## src/rtl/serial_subtractor_pkg.sv

```systemverilog
// Shared types and sizing helpers for the bit-serial subtractor.
package serial_sub_pkg;

  typedef enum logic [1:0] {
    IDLE = 2'b00,
    RUN  = 2'b01,
    DONE = 2'b10
  } state_e;

  localparam int WIDTH_DEF = 8;
  localparam int CNT_W     = $clog2(WIDTH_DEF);

  // Bit-counter width for an arbitrary operand width (operands are at least 2 bits).
  function automatic int cnt_width(input int width);
    return (width < 2) ? 1 : $clog2(width);
  endfunction

endpackage

```

## src/rtl/serial_subtractor_full_subtractor.sv

```systemverilog
// One-bit combinational full subtractor: d = x - y - bin, with borrow out.
module full_subtractor (
  input  logic x,
  input  logic y,
  input  logic bin,
  output logic d,
  output logic bout
);

  assign d    = x ^ y ^ bin;
  assign bout = (~x & y) | (~x & bin) | (y & bin);

endmodule

```

## src/rtl/serial_subtractor.sv

```systemverilog
// Bit-serial WIDTH-bit subtractor (diff = a - b, LSB first) with start/busy/done handshake.
// Define SERIAL_SUB_SIGNED_EN to add the registered signed-overflow output ovf.
module serial_subtractor
  import serial_sub_pkg::*;
#(
  parameter int WIDTH = 8
) (
  input  logic             clk,
  input  logic             rst_n,
  input  logic             start,
  input  logic [WIDTH-1:0] a,
  input  logic [WIDTH-1:0] b,
  output logic             busy,
  output logic             done,
  output logic [WIDTH-1:0] diff,
  output logic             bout
`ifdef SERIAL_SUB_SIGNED_EN
  ,
  output logic             ovf
`endif
);

  localparam int CW = cnt_width(WIDTH);

  state_e           state_q, state_d;
  logic [WIDTH-1:0] a_sh_q, a_sh_d;
  logic [WIDTH-1:0] b_sh_q, b_sh_d;
  logic [WIDTH-1:0] diff_q, diff_d;
  logic [CW-1:0]    count_q, count_d;
  logic             borrow_q, borrow_d;
  logic             bout_q, bout_d;
  logic             busy_q, busy_d;
  logic             done_q, done_d;
  logic             fs_d, fs_bout;
`ifdef SERIAL_SUB_SIGNED_EN
  logic             a_msb_q, a_msb_d;
  logic             b_msb_q, b_msb_d;
  logic             ovf_q, ovf_d;
`endif

  full_subtractor u_fs (
    .x   (a_sh_q[0]),
    .y   (b_sh_q[0]),
    .bin (borrow_q),
    .d   (fs_d),
    .bout(fs_bout)
  );

  always_comb begin
    state_d  = state_q;
    a_sh_d   = a_sh_q;
    b_sh_d   = b_sh_q;
    diff_d   = diff_q;
    count_d  = count_q;
    borrow_d = borrow_q;
    bout_d   = bout_q;
    busy_d   = 1'b0;
    done_d   = 1'b0;
`ifdef SERIAL_SUB_SIGNED_EN
    a_msb_d  = a_msb_q;
    b_msb_d  = b_msb_q;
    ovf_d    = ovf_q;
`endif
    case (state_q)
      // DONE accepts a new start exactly like IDLE, giving back-to-back operation.
      IDLE, DONE: begin
        state_d = IDLE;
        if (start) begin
          state_d  = RUN;
          a_sh_d   = a;
          b_sh_d   = b;
          borrow_d = 1'b0;
          count_d  = '0;
          busy_d   = 1'b1;
`ifdef SERIAL_SUB_SIGNED_EN
          a_msb_d  = a[WIDTH-1];
          b_msb_d  = b[WIDTH-1];
`endif
        end
      end
      RUN: begin
        diff_d   = {fs_d, diff_q[WIDTH-1:1]};
        a_sh_d   = a_sh_q >> 1;
        b_sh_d   = b_sh_q >> 1;
        borrow_d = fs_bout;
        count_d  = count_q + 1'b1;
        busy_d   = 1'b1;
        // The last bit's difference is the result MSB, so overflow is decided here.
        if (count_q == CW'(WIDTH - 1)) begin
          state_d = DONE;
          busy_d  = 1'b0;
          done_d  = 1'b1;
          bout_d  = fs_bout;
`ifdef SERIAL_SUB_SIGNED_EN
          ovf_d   = (a_msb_q != b_msb_q) && (fs_d != a_msb_q);
`endif
        end
      end
      default: state_d = IDLE;
    endcase
  end

  always_ff @(posedge clk or negedge rst_n) begin
    if (!rst_n) begin
      state_q  <= IDLE;
      a_sh_q   <= '0;
      b_sh_q   <= '0;
      diff_q   <= '0;
      count_q  <= '0;
      borrow_q <= 1'b0;
      bout_q   <= 1'b0;
      busy_q   <= 1'b0;
      done_q   <= 1'b0;
`ifdef SERIAL_SUB_SIGNED_EN
      a_msb_q  <= 1'b0;
      b_msb_q  <= 1'b0;
      ovf_q    <= 1'b0;
`endif
    end else begin
      state_q  <= state_d;
      a_sh_q   <= a_sh_d;
      b_sh_q   <= b_sh_d;
      diff_q   <= diff_d;
      count_q  <= count_d;
      borrow_q <= borrow_d;
      bout_q   <= bout_d;
      busy_q   <= busy_d;
      done_q   <= done_d;
`ifdef SERIAL_SUB_SIGNED_EN
      a_msb_q  <= a_msb_d;
      b_msb_q  <= b_msb_d;
      ovf_q    <= ovf_d;
`endif
    end
  end

  assign busy = busy_q;
  assign done = done_q;
  assign diff = diff_q;
  assign bout = bout_q;
`ifdef SERIAL_SUB_SIGNED_EN
  assign ovf  = ovf_q;
`endif

endmodule
```

## config.mk

```make
export PLATFORM = sky130hd
export DESIGN_NAME = serial_subtractor
export DESIGN_NICKNAME = d
export VERILOG_FILES = /design/src/rtl/serial_subtractor_pkg.sv /design/src/rtl/serial_subtractor_full_subtractor.sv /design/src/rtl/serial_subtractor.sv
export SDC_FILE = /design/constraint.sdc
export NUM_CORES = 1
export LEC_CHECK = 0
export CELL_PAD_IN_SITES_DETAIL_PLACEMENT = 1
export CELL_PAD_IN_SITES_GLOBAL_PLACEMENT = 2
export CORE_AREA = 2 2 72 74
export CTS_BUF_LIST = sky130_fd_sc_hd__clkbuf_4 sky130_fd_sc_hd__clkbuf_8
export DETAILED_ROUTE_END_ITERATION = 7
export DIE_AREA = 0 0 74 76
export HOLD_SLACK_MARGIN = 0.03
export PLACE_DENSITY_LB_ADDON = 0.1
export SLEW_MARGIN = 20
export SYNTH_ARGS = -nofsm -noshare
export SYNTH_HDL_FRONTEND = slang
export SYNTH_HIERARCHICAL = 1
export SYNTH_SLANG_ARGS = --single-unit
```

## constraint.sdc

```tcl
create_clock -name clk -period 3.99 [get_ports clk]
set_input_delay 0.798 -clock clk [delete_from_list [all_inputs] [get_ports clk]]
set_output_delay 0.798 -clock clk [all_outputs]
set_load 0.1 [all_outputs]
```

==> summary.txt, run 1 <==
layout cells sized above 1: 16.7%
worst setup path startpoint: diff[1]
final setup fails: 0
FP Rows: 26
Clock Path Buffers: 2
CTS root buf: clkbuf_8
startpoint types: flip-flop
P per Cell Area: 880 nW/um^2
top cells by area, synth: dfrtp_1 50%, mux2i_1 27%, mux2_2 7.6%
Cell Chain, Critical Path: clkdlybuf4s50_1
final worst hold slack: 0.514 ns
first-pass GRT wire length: 5560 microns
IO Port Bufs: 29
Post-Syn Area: 1640 sq um
die height: 76 microns
Hold Fails Final Rpt: 0
post-synthesis sequential area ratio: 50.4%
drt via density: 4.69
Diodes inserted: 0
post-CTS resize count: 0
Worst Clk Skew: 0.00293 ns
YS warnings: 6
RSZ-0062 raised after global routing: no
Die ar.: 5620 sq um
CTS sink cnt: 33
Post-Layout Cell Count: 220
slowest stage delay, CP: 1.14 ns
post-cts hold buffer count: 0
H-tree depth: 2
CTS tree: built
clock slew at reported path FFs: 0.06 ns
gate count after technology mapping: 118
Critical-path top delay cell: clkdlybuf4s50_1
clk_lat worst skew: 0.28 ns
vias in the first global route: 1,158
initial DRC count: 40
top cell type by total area after synthesis: dfrtp_1
Setup TNS Final: 0 ns
gr ovfl total: 0
initial antenna violation count: 0
worst reg2reg startpoint: state_q[1]
DRC viols: 0
CP required: 3.19 ns
status: completed
Post-synth EDFFs: 0
Tightest Hold Check Type: flip-flop to flip-flop
CP arrival: 1.78 ns
Setup Fix Bufs, Post-CTS: 0
largest net degree at the start of global routing: 34
CTS Buf Count: 5
Tmin final: 2.58 ns
fmax: 0.388 GHz
placed cells: 213
Max Slew Vio Count: 0
core area: 4910 sq um
Unique masters post-synth: 19
critical-path maximum fanout: 3
routed length per placed instance: 14.4 microns
Yosys reg bits: 33
Worst R2R Setup Slack: 2.23 ns
post-synth top area share: 50.4%
Nets: 172
GR Util All Layers: 12.9%
Slew @ Worst Pin: 0.967 ns
most common flop cell mapped by yosys: dfrtp_1
IO Count: 30
Avg Inst Size Synth: 13.9 sq um
Synth top cells by count: 44 x mux2i_1, 33 x dfrtp_1, 11 x mux2_2
WL final: 3160 microns
largest delay contributor family on the critical path: buffers and inverters
TritonRoute pass-1 iters: 2
beginning of the worst hold path: bout
Mapped Nets: 140
gpl congestion: 0.637
slew margin rel.: 35.3%
maxcap violations: 0
chip width: 74 microns
asr flop ratio synth: 100%
Layout area overhead: 26.0%
Buf/Inv on CP: 1
Worst setup EP type: output port
Crit Path Category: flip-flop to output port
antenna viol nets, final: 0
top-count cell post-synth: mux2i_1
Tcrit/Tclk final: 64.7%
routed via count: 1,032
VDD IR max: 370 uV
initial core utilization: 33.4%
LEAKAGE: 0.943 nW
cells in the final DEF (no fill, tap or decap):
| cell type | instances |
|---|---|
| clkdlybuf4s50_1 | 29 |
| nand3_1 | 2 |
| and3b_2 | 2 |
| o22ai_1 | 2 |
| fa_1 | 1 |
| inv_1 | 3 |
| a22o_1 | 4 |
| mux2i_1 | 44 |
| dfrtp_1 | 33 |
| nand2b_1 | 1 |
| xnor2_1 | 1 |
| mux2_4 | 1 |
| o21ai_0 | 2 |
| mux2_2 | 11 |
| clkbuf_8 | 6 |
| nor2_1 | 1 |
| clkbuf_4 | 1 |
| ha_1 | 2 |
| buf_4 | 4 |
power breakdown:
part | switching (mW) | leakage (nW) | internal (mW)
registers | 0.105 | 0.409 | 0.485
logic | 0.615 | 0.486 | 0.354
clock network | 0.115 | 0.0477 | 0.144
final cells by class:
type | count | area (sq um)
well taps | 70 | 87.6
repair buffers | 33 | 320
fillers | 509 | 2850
clock buffers | 7 | 90.1
multi-input cells | 74 | 731
flip-flops and latches | 33 | 826
inverters | 3 | 11.3
state kept, by name, indices dropped and copies added (netlist names):
signal    count
a_sh_q        8
b_sh_q        8
borrow_q      1
bout          1
busy          1
count_q       3
diff          8
done          1
state_q       2
layer usage:
metal / track usage (%) / up-vias / part of all wire [%]
li1: - / 484 / -
met1: 14.8 / 520 / 40
met2: 22.0 / 23 / 53
met3: 4.50 / 5 / 5.2
met4: 4.36 / 0 / 1.6
met5: 0 / - / 0
cells by family after synthesis:
kind of cell	count (synthesis)	share of synthesized area [%]
muxes	56	35.3
DFF	33	50.4
buffers and inverters	11	5.04
AOI/OAI and AO/OA	8	3.51
and+or+nand+nor	6	2.44
adders and majority gates	3	2.75
xor gates and xnor gates	1	0.534
worst paths after layout:
path,end,cells after the start
min in group asynchronous,diff[7],2
worst max-delay path,diff[1],1
worst min register to register,bout,1
max in group asynchronous,b_sh_q[1],2
worst max register to register,diff[0],3
worst min-delay path,bout,1
metrics by stage:
step / power (mW) / utilization (%) / worst slack [ns] / instance area [sq um]
floorplan: 1.36 / - / 2.29 / 1640
global placement: 1.55 / 40.2 / 1.72 / 1980
detailed placement: 1.58 / 40.2 / 1.70 / 1980
CTS: 1.85 / 42.1 / 1.40 / 2070
global route: 1.94 / 42.1 / 1.36 / 2070
finish: 1.82 / 42.1 / 1.41 / 2070
Note: power is estimated with default switching activity, not from simulation.
==> run 2, diff against run 1 <==
--- a/config.mk
+++ b/config.mk
@@ -7,10 +7,10 @@
 export LEC_CHECK = 0
 export CELL_PAD_IN_SITES_DETAIL_PLACEMENT = 1
 export CELL_PAD_IN_SITES_GLOBAL_PLACEMENT = 2
-export CORE_AREA = 2 2 72 74
+export CORE_AREA = 2 2 74 76
 export CTS_BUF_LIST = sky130_fd_sc_hd__clkbuf_4 sky130_fd_sc_hd__clkbuf_8
 export DETAILED_ROUTE_END_ITERATION = 7
-export DIE_AREA = 0 0 74 76
+export DIE_AREA = 0 0 76 78
 export HOLD_SLACK_MARGIN = 0.03
 export PLACE_DENSITY_LB_ADDON = 0.1
 export SLEW_MARGIN = 20
==> constraint.sdc (replaced) <==
create_clock -name clk -period 2.1 [get_ports clk]
set_input_delay 0.42 -clock clk [delete_from_list [all_inputs] [get_ports clk]]
set_output_delay 0.42 -clock clk [all_outputs]
set_load 0.1 [all_outputs]
==> summary.txt, run 2 (synthesis results as in run 1) <==
status: completed
Place WS: 0.385 ns (-1.32 ns)
Worst R2R Setup Slack: 0.62 ns (-1.61 ns)
Crit Path Category: flip-flop to flip-flop
Nets: 172 (unchanged)
Buf/Inv on CP: 0 (-1)
gpl congestion: 0.635 (-0.35%)
Slew @ Worst Pin: 0.444 ns (-0.523 ns)
Post-Layout Cell Count: 220 (unchanged)
worst reg2reg startpoint: b_sh_q[0]
clk_lat worst skew: 0.28 ns (about the same)
beginning of the worst hold path: bout
IO Count: 30 (unchanged)
P per Cell Area: 1670 nW/um^2 (+90%)
layout cells sized above 1: 24.0% (+7.3 points)
CP arrival: 1.65 ns (-0.13 ns)
post-CTS resize count: 0 (unchanged)
slowest stage delay, CP: 0.45 ns (-0.69 ns)
final worst hold slack: 0.512 ns (-0.00135 ns)
Max Slew Vio Count: 0 (unchanged)
Die ar.: 5930 sq um (+5.4%)
RSZ-0062 raised after global routing: no
Tmin final: 1.48 ns
final setup fails: 0 (unchanged)
Cell Chain, Critical Path: fa_1 -> mux2_2 -> a22o_1
die height: 78 microns (+2.6%)
initial core utilization: 32.5% (-0.86 points)
most common cell after layout, fill and taps aside: mux2i_1
Tcrit/Tclk final: 70.4%
critical-path maximum fanout: 3 (unchanged)
Layout area overhead: 24.4%
Tightest Hold Check Type: flip-flop to flip-flop
Worst setup EP type: flip-flop
VDD IR max: 721 uV (+95%)
post-cts hold buffer count: 0 (unchanged)
placed cells: 213 (unchanged)
CTS Buf Count: 5 (unchanged)
core area: 5040 sq um (+2.6%)
IO Port Bufs: 29 (unchanged)
largest net degree at the start of global routing: 34 (unchanged)
drt via density: 4.72 (+0.58%)
vias in the first global route: 1,085 (-6.3%)
Setup Fix Bufs, Post-CTS: 0 (unchanged)
GR Util All Layers: 12.0% (-0.94 points)
largest delay contributor family on the critical path: adder cells
CTS root buf: clkbuf_8
Worst Clk Skew: 0.00525 ns (+0.00232 ns)
WL final: 3130 microns (-1.1%)
Critical-path top delay cell: fa_1
CTS tree: built
CP required: 2.27 ns (-0.92 ns)
startpoint types: flip-flop
LEAKAGE: 0.954 nW (+1.2%)
TritonRoute pass-1 iters: 2 (unchanged)
fmax: 0.676 GHz
post-route setup slack: 0.622 ns (-0.789 ns)
Setup TNS Final: 0 ns (unchanged)
worst setup path startpoint: b_sh_q[0]
Clock Path Buffers: 2 (unchanged)
first-pass GRT wire length: 5460 microns (-1.7%)
initial antenna violation count: 0 (unchanged)
FP Rows: 26 (unchanged)
routed length per placed instance: 14.2 microns (-1.1%)
DRC viols: 0 (unchanged)
DPL Wire Length: 2140 microns
Final Power: 3.41 mW (+88%)
chip width: 76 microns (+2.7%)
Hold Fails Final Rpt: 0 (unchanged)
gr ovfl total: 0 (unchanged)
routed via count: 1,038 (+0.58%)
CTS sink cnt: 33 (unchanged)
Diodes inserted: 0 (unchanged)
slew margin rel.: 70.4% (+35 points)
antenna viol nets, final: 0 (unchanged)
maxcap violations: 0 (unchanged)
initial DRC count: 54 (+35%)
clock slew at reported path FFs: 0.07 ns (about the same)
commonest cells after routing, fill and taps aside: 44 x mux2i_1, 33 x dfrtp_1, 18 x clkdlybuf4s50_1
H-tree depth: 2 (unchanged)
-- run 2: changes by cell type in the layout (fill, tap and decap cells not counted), sizes merged --
| cell | delta |
|---|---|
| clkdlybuf4s50 | -11 |
| buf | +11 |
-- run 2: power breakdown --
part	switching, mW	internal, mW	total [mW]
clock network	0.226	0.273	0.499
registers	0.218	0.920	1.14
logic	1.14	0.634	1.78
total	1.59	1.83	3.41
-- run 2: layer usage --
layer | GRT usage, % | part of all wire [%] | vias to the layer above
li1 | - | - | 485
met1 | 14.3 | 46 | 525
met2 | 19.9 | 48 | 24
met3 | 3.72 | 4.3 | 4
met4 | 5.45 | 1.6 | 0
met5 | 0 | 0 | -
-- run 2: final cells by class --
type	instances	area (sq um)
Inverter	3	11.3
Timing Repair Buffer	33	293
Fill cell	549	3000
Tap cell	70	87.6
Clock buffer	7	90.1
Sequential cell	33	826
Multi-Input combinational cell	74	731
-- run 2: final timing paths --
kind                        endpoint  depth (start not counted)
max                         borrow_q                          3
min                             bout                          1
max reg2reg                 borrow_q                          3
min reg2reg                     bout                          1
max in group asynchronous  a_sh_q[2]                          2
min in group asynchronous  a_sh_q[1]                          2
-- run 2: through the flow --
step | utilization, % | instance area (sq um)
CTS | 40.4 | 2040
floorplan | - | 1640
global route | 40.4 | 2040
global placement | 38.6 | 1950
finish | 40.4 | 2040
detailed placement | 38.6 | 1950
==> run 3, diff against run 2 <==
==> constraint.sdc (replaced) <==
create_clock -name clk -period 1.3 [get_ports clk]
set_input_delay 0.26 -clock clk [delete_from_list [all_inputs] [get_ports clk]]
set_output_delay 0.26 -clock clk [all_outputs]
set_load 0.1 [all_outputs]
==> summary.txt, run 3 (synthesis results as in run 1) <==
status: complete, but fails checks
failing checks: negative setup slack
IO Count: 30 (unchanged)
die height: 78 microns (unchanged)
antenna viol nets, final: 0 (unchanged)
P per Cell Area: 2720 nW/um^2 (+62%)
Hold Fails Final Rpt: 0 (unchanged)
commonest cells after routing, fill and taps aside: 44 x mux2i_1, 33 x dfrtp_1, 18 x clkdlybuf4s50_1
post-route setup slack: -0.0829 ns (-0.705 ns)
Met3 Wirelength: 109 microns (-19%)
uppermost layer routed: met4
fmax: 0.723 GHz (+6.9%)
switch share: 43.5% (-2.9 points)
CTS tree: built
core area: 5040 sq um (unchanged)
FP Rows: 26 (unchanged)
wire length on met2: 1740 microns (+15%)
Seq pwr share: 30.1% (-3.2 points)
Tcrit/Tclk final: 106% (+36 points)
gpl congestion: 0.691 (+8.8%)
Tightest Hold Check Type: input pin to async pin
largest net degree at the start of global routing: 34 (unchanged)
Max Slew Vio Count: 0 (unchanged)
Layout area overhead: 41.8%
initial DRC count: 16 (-70%)
clock network power share: 12.1% (-2.5 points)
reg2reg path depth: 3 (unchanged)
CTS sink cnt: 33 (unchanged)
RSZ-0062 raised after global routing: yes
CTS root buf: clkbuf_8
final setup fails: 4 (+4)
CTS Buf Count: 5 (unchanged)
FILL cells: 518 (-5.6%)
Post-Layout Cell Count: 236 (+7.3%)
first-pass GRT wire length: 5570 microns (+1.9%)
clock slew at reported path FFs: 0.07 ns (about the same)
worst reg2reg startpoint: borrow_q
CP arrival: 1.55 ns (-0.10 ns)
WL final: 3320 microns (+6.3%)
clk_lat worst skew: 0.28 ns (about the same)
IO Port Bufs: 29 (unchanged)
routed via count: 1,081 (+4.1%)
vias in the first global route: 1,200 (+11%)
Nets: 187 (+8.7%)
DRC viols: 0 (unchanged)
LEAKAGE: 1.08 nW (+13%)
post-cts hold buffer count: 0 (unchanged)
met1 WL: 1450 microns (+1.8%)
drt via density: 4.58 (-2.9%)
Worst R2R Setup Slack: -0.08 ns (-0.70 ns)
layout cells sized above 1: 34.3% (+10 points)
maxcap violations: 0 (unchanged)
slew margin rel.: 79.5% (+9.1 points)
combinational share of power: 57.7% (+5.7 points)
Place WS: -0.125 ns (-0.510 ns)
critical-path maximum fanout: 2 (-1)
startpoint types: flip-flop
TritonRoute pass-1 iters: 4 (+2)
gr ovfl total: 0 (unchanged)
placed cells: 224 (+5.2%)
Clock Path Buffers: 2 (unchanged)
routed length per placed instance: 14.1 microns (-0.94%)
Worst setup EP type: flip-flop
Psw: 2.75 mW (+73%)
worst flop-to-flop path endpoint: borrow_q
H-tree depth: 2 (unchanged)
chip width: 76 microns (unchanged)
CP required: 1.47 ns (-0.80 ns)
Die ar.: 5930 sq um (unchanged)
Tmin final: 1.38 ns (-0.0953 ns)
DPL Wire Length: 2310 microns (+7.8%)
Diodes inserted: 0 (unchanged)
Slew @ Worst Pin: 0.308 ns (-0.136 ns)
VDD IR max: 1210 uV (+68%)
initial antenna violation count: 0 (unchanged)
Multi-input gate area: 754 sq um (+3.3%)
Int Pwr: 3.57 mW (+95%)
GR Util All Layers: 11.9% (-0.089 points)
Crit Path Category: flip-flop to flip-flop
initial core utilization: 32.5% (unchanged)
most common cell after layout, fill and taps aside: mux2i_1
Register Area: 826 sq um (unchanged)
Worst Clk Skew: 0.00569 ns (+0.000447 ns)
## run 3: cell types whose count changed in the layout (fill, tap and decap cells not counted), moves of 2 or more
cell	previous run	this run
clkinv_2	0	2
ha_1	2	0
buf_4	15	17
buf_12	0	12
## run 3: how the worst max path moves through the flow
stage / start / end / depth (start not counted)
after global placement: start / b_sh_q[6] / 4
after CTS: borrow_q / borrow_q / 3
after global routing: borrow_q / borrow_q / 3
after detailed placement: start / a_sh_q[3] / 4
after floorplan: a_sh_q[0] / borrow_q / 4
final: borrow_q / borrow_q / 3
## run 3: layout make-up
type / count / share of cell area (%)
Timing Repair Buffer: 48 / 24.1
Tap cell: 70 / 3.77
Inverter: 3 / 0.484
Sequential cell: 33 / 35.5
Clock buffer: 6 / 3.28
Clock inverter: 2 / 0.431
Multi-Input combinational cell: 74 / 32.5
## run 3: routing by layer
layer	track usage [%]	vias up
met2	20.4	22
met3	2.56	2
met4	6.55	0
met1	13.9	539
met5	0	-
li1	-	518
## run 3: critical path: stages (launching register included)
cell	delay [ns]
dfrtp_1	0.41
fa_2	0.40
mux2_4	0.27
a22o_1	0.20
## run 3: metrics by stage
stage | power (mW) | hold slack, ns | TNS (ns) | cell area [sq um] | utilization, %
after floorplan | 4.24 | -0.0356 | -0.0778 | 1660 | -
after global placement | 5.41 | 0.527 | -1.24 | 2200 | 43.7
after detailed placement | 5.53 | 0.539 | -1.80 | 2200 | 43.7
after CTS | 6.38 | 0.345 | -0.243 | 2310 | 45.7
after global routing | 6.68 | 0.354 | -0.369 | 2320 | 46.1
final | 6.32 | 0.345 | -0.207 | 2320 | 46.1
## run 3: power by group through the flow
stage / registers [mW] / clock network [mW] / logic (mW)
2_1_floorplan: 2.95 / 0 / 1.29
3_3_place_gp: 1.90 / 0 / 3.51
3_5_place_dp: 1.93 / 0 / 3.60
4_1_cts: 1.91 / 0.803 / 3.66
5_1_grt: 1.97 / 0.840 / 3.87
6_report: 1.90 / 0.767 / 3.65
## run 3: timing repair
| action | 4_1_cts | 5_1_grt |
|---|---|---|
| pin swaps | 3 | 0 |
| buffers inserted | 2 | 2 |
| cloned | 0 | 0 |
| resized for setup | 1 | 1 |
| setup endpoints to repair | 8 | 4 |
